[config.mk]
export PLATFORM = sky130hd
export DESIGN_NAME = joystick_mapper
export DESIGN_NICKNAME = d
export VERILOG_FILES = /design/src/rtl/joy_pkg.sv /design/src/rtl/joy_channel.sv /design/src/rtl/joystick_mapper.sv
export SDC_FILE = /design/constraint.sdc
export NUM_CORES = 1
export LEC_CHECK = 0
export BUFFER_PORTS_ARGS = -buffer_cell sky130_fd_sc_hd__buf_4
export CAP_MARGIN = 20
export CORE_ASPECT_RATIO = 1.25
export CORE_UTILIZATION = 57
export DETAILED_ROUTE_END_ITERATION = 8
export PLACE_DENSITY_LB_ADDON = 0.2
export REMOVE_ABC_BUFFERS = 1
export SYNTH_ARGS = -nofsm -noshare
export SYNTH_HDL_FRONTEND = slang
export SYNTH_HIERARCHICAL = 1
export SYNTH_SLANG_ARGS = --single-unit
[constraint.sdc]
create_clock -name clk -period 1.9 [get_ports clk]
set_input_delay 0 -clock clk [delete_from_list [all_inputs] [get_ports clk]]
set_output_delay 0 -clock clk [all_outputs]
set_load 0.02 [all_outputs]
[src/rtl/joy_pkg.sv]
// Shared constants and the joystick-to-keyboard mapping used by the joystick mapper.
// Raw joystick words are MXYZ SACB RLDU, negative logic; Kempston words are positive logic.
package joy_pkg;

    localparam int BIT_U = 0;
    localparam int BIT_D = 1;
    localparam int BIT_L = 2;
    localparam int BIT_R = 3;
    localparam int BIT_B = 4;
    localparam int BIT_C = 5;
    localparam int BIT_A = 6;
    localparam int BIT_S = 7;
    localparam int BIT_Z = 8;
    localparam int BIT_Y = 9;
    localparam int BIT_X = 10;
    localparam int BIT_M = 11;

    typedef enum logic [1:0] {
        MODE_KEMPSTON  = 2'b00,
        MODE_SINCLAIR1 = 2'b01,
        MODE_SINCLAIR2 = 2'b10,
        MODE_CURSOR    = 2'b11
    } joy_mode_t;

    localparam int KEMP_R = 0;
    localparam int KEMP_L = 1;
    localparam int KEMP_D = 2;
    localparam int KEMP_U = 3;
    localparam int KEMP_B = 4;
    localparam int KEMP_C = 5;
    localparam int KEMP_A = 6;
    localparam int KEMP_S = 7;

    localparam int ROW_A11 = 3;
    localparam int ROW_A12 = 4;

    // One 5-bit positive-logic key column group per address line A8..A15.
    typedef logic [7:0][4:0] key_matrix_t;

    function automatic key_matrix_t map_keys(joy_mode_t mode, logic [7:0] kw);
        key_matrix_t m;
        logic fire;
        fire = kw[KEMP_B] | kw[KEMP_C] | kw[KEMP_A];
        m = '0;
        case (mode)
            MODE_SINCLAIR1: m[ROW_A12] = {kw[KEMP_L], kw[KEMP_R], kw[KEMP_D], kw[KEMP_U], fire};
            MODE_SINCLAIR2: m[ROW_A11] = {fire, kw[KEMP_U], kw[KEMP_D], kw[KEMP_R], kw[KEMP_L]};
            MODE_CURSOR: begin
                m[ROW_A12]    = {kw[KEMP_D], kw[KEMP_U], kw[KEMP_R], 1'b0, fire};
                m[ROW_A11][4] = kw[KEMP_L];
            end
            default: m = '0;
        endcase
        return m;
    endfunction

endpackage

[src/rtl/joy_channel.sv]
// One joystick: per-bit debounce on sample ticks, fire-B autofire and SOCD cleaning,
// producing a positive-logic Kempston-format word and a registered change flag.
module joy_channel
    import joy_pkg::*;
#(
    parameter int DEB_COUNT = 4,
    parameter int AF_HALF   = 40
) (
    input  logic        clk,
    input  logic        reset_n,
    input  logic        tick,
    input  logic [11:0] raw,
    input  logic        autofire,
    output logic [7:0]  kword,
    output logic        changed
);

    logic [11:0]      deb;
    logic [11:0][3:0] deb_cnt;
    logic             b_pressed;
    logic             phase;
    logic [7:0]       af_cnt;

    assign b_pressed = ~deb[BIT_B];

    always_ff @(posedge clk or negedge reset_n) begin
        if (!reset_n) begin
            deb     <= '1;
            deb_cnt <= '0;
            changed <= 1'b0;
        end else begin
            changed <= 1'b0;
            if (tick) begin
                for (int i = 0; i < 12; i++) begin
                    if (raw[i] == deb[i]) begin
                        deb_cnt[i] <= '0;
                    end else if (deb_cnt[i] == 4'(DEB_COUNT - 1)) begin
                        deb[i]     <= raw[i];
                        deb_cnt[i] <= '0;
                        changed    <= 1'b1;
                    end else begin
                        deb_cnt[i] <= deb_cnt[i] + 4'd1;
                    end
                end
            end
        end
    end

    // Phase is held at "pressed" whenever autofire is idle, so every press starts high.
    always_ff @(posedge clk or negedge reset_n) begin
        if (!reset_n) begin
            phase  <= 1'b1;
            af_cnt <= '0;
        end else if (!(autofire && b_pressed)) begin
            phase  <= 1'b1;
            af_cnt <= '0;
        end else if (tick) begin
            if (af_cnt == 8'(AF_HALF - 1)) begin
                phase  <= ~phase;
                af_cnt <= '0;
            end else begin
                af_cnt <= af_cnt + 8'd1;
            end
        end
    end

    always_comb begin
        kword         = '0;
        kword[KEMP_R] = ~deb[BIT_R] & deb[BIT_L];
        kword[KEMP_L] = ~deb[BIT_L] & deb[BIT_R];
        kword[KEMP_D] = ~deb[BIT_D] & deb[BIT_U];
        kword[KEMP_U] = ~deb[BIT_U] & deb[BIT_D];
        kword[KEMP_B] = b_pressed & (phase | ~autofire);
        kword[KEMP_C] = ~deb[BIT_C];
        kword[KEMP_A] = ~deb[BIT_A];
        kword[KEMP_S] = ~deb[BIT_S];
    end

endmodule

[src/rtl/joystick_mapper.sv]
// Joystick mapper top: sample-tick prescaler, input synchronisers, two joystick channels,
// and the registered Kempston port byte / keyboard column contribution.
module joystick_mapper
    import joy_pkg::*;
#(
    parameter int TICK_DIV  = 28000,
    parameter int DEB_COUNT = 4,
    parameter int AF_HALF   = 40
) (
    input  logic        clk,
    input  logic        reset_n,
    input  logic [11:0] joy1_i,
    input  logic [11:0] joy2_i,
    input  logic [1:0]  mode1,
    input  logic [1:0]  mode2,
    input  logic        autofire1,
    input  logic        autofire2,
    input  logic [7:0]  addr_hi_n,
    output logic [7:0]  kempston_o,
    output logic [4:0]  key_col_n,
    output logic        joy_event
);

    localparam int PW = ($clog2(TICK_DIV) > 0) ? $clog2(TICK_DIV) : 1;

    logic [PW-1:0] presc;
    logic          tick;
    logic [11:0]   joy1_s1, joy1_s2, joy2_s1, joy2_s2;
    logic [7:0]    kw1, kw2;
    logic          ch1, ch2;
    key_matrix_t   keys;
    logic [7:0]    kemp_next;
    logic [4:0]    col_next;

    always_ff @(posedge clk or negedge reset_n) begin
        if (!reset_n) begin
            presc   <= '0;
            tick    <= 1'b0;
            joy1_s1 <= '1;
            joy1_s2 <= '1;
            joy2_s1 <= '1;
            joy2_s2 <= '1;
        end else begin
            tick    <= (presc == PW'(TICK_DIV - 1));
            presc   <= (presc == PW'(TICK_DIV - 1)) ? '0 : presc + PW'(1);
            joy1_s1 <= joy1_i;
            joy1_s2 <= joy1_s1;
            joy2_s1 <= joy2_i;
            joy2_s2 <= joy2_s1;
        end
    end

    joy_channel #(.DEB_COUNT(DEB_COUNT), .AF_HALF(AF_HALF)) u_joy1 (
        .clk      (clk),
        .reset_n  (reset_n),
        .tick     (tick),
        .raw      (joy1_s2),
        .autofire (autofire1),
        .kword    (kw1),
        .changed  (ch1)
    );

    joy_channel #(.DEB_COUNT(DEB_COUNT), .AF_HALF(AF_HALF)) u_joy2 (
        .clk      (clk),
        .reset_n  (reset_n),
        .tick     (tick),
        .raw      (joy2_s2),
        .autofire (autofire2),
        .kword    (kw2),
        .changed  (ch2)
    );

    // Selected rows are ANDed exactly like the ULA does for multiple low address lines.
    always_comb begin
        keys      = map_keys(joy_mode_t'(mode1), kw1) | map_keys(joy_mode_t'(mode2), kw2);
        kemp_next = '0;
        if (joy_mode_t'(mode1) == MODE_KEMPSTON) kemp_next = kemp_next | kw1;
        if (joy_mode_t'(mode2) == MODE_KEMPSTON) kemp_next = kemp_next | kw2;
        col_next = '1;
        for (int r = 0; r < 8; r++) begin
            if (!addr_hi_n[r]) col_next = col_next & ~keys[r];
        end
    end

    always_ff @(posedge clk or negedge reset_n) begin
        if (!reset_n) begin
            kempston_o <= '0;
            key_col_n  <= '1;
            joy_event  <= 1'b0;
        end else begin
            kempston_o <= kemp_next;
            key_col_n  <= col_next;
            joy_event  <= ch1 | ch2;
        end
    end

endmodule

==> flow_summary.yaml <==
detailed_routing:
  drc: 0
  wire_per_inst_microns: 15.57
  firstDrtPassIters: 5
  drtIter0Drc: 286
  routed_wl_mm: 18.85
  drtAntennaViolNets: 0
  vias: 6888
  post_drt_via_cell_ratio: 5.688
power_and_ir_drop:
  p_per_area_nw_per_um2: 778.8
  peakVddDrop_uv: 657.5
  p_total_mw: 9.204
  p_leak_nw: 5.093
global_route:
  grt_pass1_wl_mm: 32.29
  antenna_found_initial: 0
  grt_overflow: 0
  grt_pass1_vias: 6890
  grt_start_max_net_pins: 68
  grt.total_usage: 0.2184
setup_path:
  cp_max_fo: 3
  worstPathArrival_ns: 2.18
  r2r_slack_ns: 0.14
  worstReg2RegEnd: "u_joy2/changed"
  critPathCaptureType: "flop"
  rr_startpoint: "u_joy2/deb_cnt[4]"
  r2r_cells: 6
  worstSetupPathType: "reg -> reg"
  cp-start-kind: "flop"
  required_ns: 2.32
logic_synthesis:
  ys.warnings.count: 6
  netlist_top_cells_area: "dfrtp_1 (35%), dfstp_2 (21%), xnor2_1 (3.8%)"
  synth.top_cells.by_count: "dfrtp_1 (139), nor2_1 (80), dfstp_2 (79)"
  syn-cell-area_sq_um: 10060
  synth.most_common_cell: "dfrtp_1"
  async_flop_share: 1.000
  yosysSeqAreaShare: 0.5522
  yosysTopAreaCellShare: 0.3458
  synth_cell_types: 52
  syn-mean-instance-area_sq_um: 11.52
  netlist_instances: 873
  ys.flop_type: "dfrtp_1"
  synth.largest_area_cell: "dfrtp_1"
  ys_ff_latch: 218
  synth_edf_count: 0
placement:
  dp_hpwl_mm: 12.62
  post-place-ws_ns: 0.1422
  place.gp.congestion: 0.8042
  portBuffers: 47
  placed_cells: 1137
sta:
  hold_violations: 0
  max_slew.worst_pin.slew_ns: 0.5330
  max_slew_margin: 0.6433
  setup_viol: 0
  clock-skew-final_ns: 0.01106
  period_share: 0.9288
  rsz0062_at_grt: "no"
  fin_crit_ns: 1.765
  final_max_slew_viol_count: 0
  fin_hold_ws_ns: 0.03430
  setup_ws_ns: 0.1352
  clock.fmax_mhz: 566.6
clocking:
  h-tree-depth: 1
  post_cts_buffers: 0
  insertion_delay_ns: 0.50
  cts_tree: "yes"
  path_clk_slew_ns: 0.06
  cts_max_path_buffers: 3
  cts_root_buf: "clkbuf_16"
  cts.sinks: 218
  cts_buffers: 23
layout:
  regArea_sq_um: 5558
  area_growth_syn_to_layout_pct: 17.50
  diodes: 0
  drive_above_1_share: 0.2351
  fillCellCount: 1250
  nets: 1042
  final-instance-count-excl-fill: 1211
  multi_input_area_sq_um: 4345
worst_hold_path:
  min_path_type: "in -> async"
floorplanning:
  initial_utilization: 0.5902
  fp-row-count: 53
  die_area_sq_um: 18190
  ios: 54
  die_x_microns: 120.8
  fp.dieH_microns: 150.5
  core_sq_um: 17040
run_status:
  status: "completed"
run:
  max_cap_viol_count: 0
## layer usage
layer / vias to the layer above / part of all wire / track usage
met2: 97 / 0.49 / 0.3739
met4: 0 / 0.021 / 0.06358
met3: 35 / 0.033 / 0.03371
met5: - / 0 / 0
met1: 3395 / 0.46 / 0.2881
li1: 3361 / - / -
## final cells by class
class                           instances  share of cell area
Clock inverter                          3            0.001270
Timing Repair Buffer                  102             0.07771
Multi-Input combinational cell        618              0.3677
Clock buffer                           38             0.05600
Inverter                               12            0.003811
Sequential cell                       218              0.4703
Tap cell                              220             0.02329
## flip-flops by register name, summed over array words and instances (netlist names)
name            count
joy1_s1            12
joy1_s2            12
joy2_s1            12
joy2_s2            12
joy_event           1
kempston_o          8
key_col_n           5
presc              15
tick                1
u_joy1/af_cnt       8
u_joy1/changed      1
u_joy1/deb         12
u_joy1/deb_cnt     48
u_joy1/phase        1
u_joy2/af_cnt       8
u_joy2/changed      1
u_joy2/deb         12
u_joy2/deb_cnt     48
u_joy2/phase        1
## worst max-delay path by stage
stage	slack (ns)	cells past startpoint	from	to
2_1_floorplan	-1.77	3	tick	u_joy1/deb_cnt[19]
3_3_place_gp	0.19	6	u_joy1/deb_cnt[28]	u_joy1/changed
3_5_place_dp	0.14	6	u_joy1/deb_cnt[28]	u_joy1/changed
4_1_cts	0.14	6	u_joy1/deb_cnt[28]	u_joy1/changed
5_1_grt	0.04	6	u_joy2/deb_cnt[4]	u_joy2/changed
6_report	0.14	6	u_joy2/deb_cnt[4]	u_joy2/changed
## power by group
group	switching (mW)	internal, mW
clock	1.70	2.36
combinational	0.193	0.159
sequential	0.0342	4.75
total	1.93	7.27
## what timing repair did
action / CTS / global route
resized for setup: 0 / 0
hold buffers: 33 / 0
setup endpoints to repair: 0 / 0
endpoints found under the hold margin: 211 / 0
## cells in the final DEF, fill, tap and decap left out, types with 16 or more instances in the layout
cell           count
clkbuf_16         23
ha_1              27
nand3_1           36
dfrtp_1          138
mux2_2            26
or3b_2            16
a32o_1            16
dfstp_2           79
xnor2_1           44
nand2_1           62
nor2b_1           42
o21ai_0           28
dlygate4sd3_1     33
nand3b_1          21
o2bb2ai_1         24
buf_4             63
nor3_1            16
mux2i_1           24
o31ai_1           18
xor2_1            17
nor2_1            80
## kinds of logic (layout without fill, tap and decap cells)
family	Yosys count	in the layout	share of synthesized area
AOI/OAI and AO/OA	143	143	0.1078
and+or+nand+nor	337	337	0.1845
xor gates and xnor gates	61	61	0.05312
DFF	218	218	0.5522
muxes	50	50	0.05299
buffers and inverters	37	155	0.01580
adders and majority gates	27	27	0.03359
## per-stage QoR
step                cell area (sq um)  setup TNS [ns]  utilization
CTS                             11820               0       0.6935
floorplan                        9945         -178.47            -
detailed placement              10810               0       0.6344
finish                          11820               0       0.6935
global placement                10810               0       0.6344
global route                    11820               0       0.6935
## critical path: stages, from the launching register on
cell	delay, ns
dfrtp_1	0.40
ha_1	0.21
or3b_2	0.48
o22ai_1	0.24
nor4_1	0.07
buf_4	0.14
a31oi_1	0.14
No activity file was read; power rests on OpenSTA's default activity.
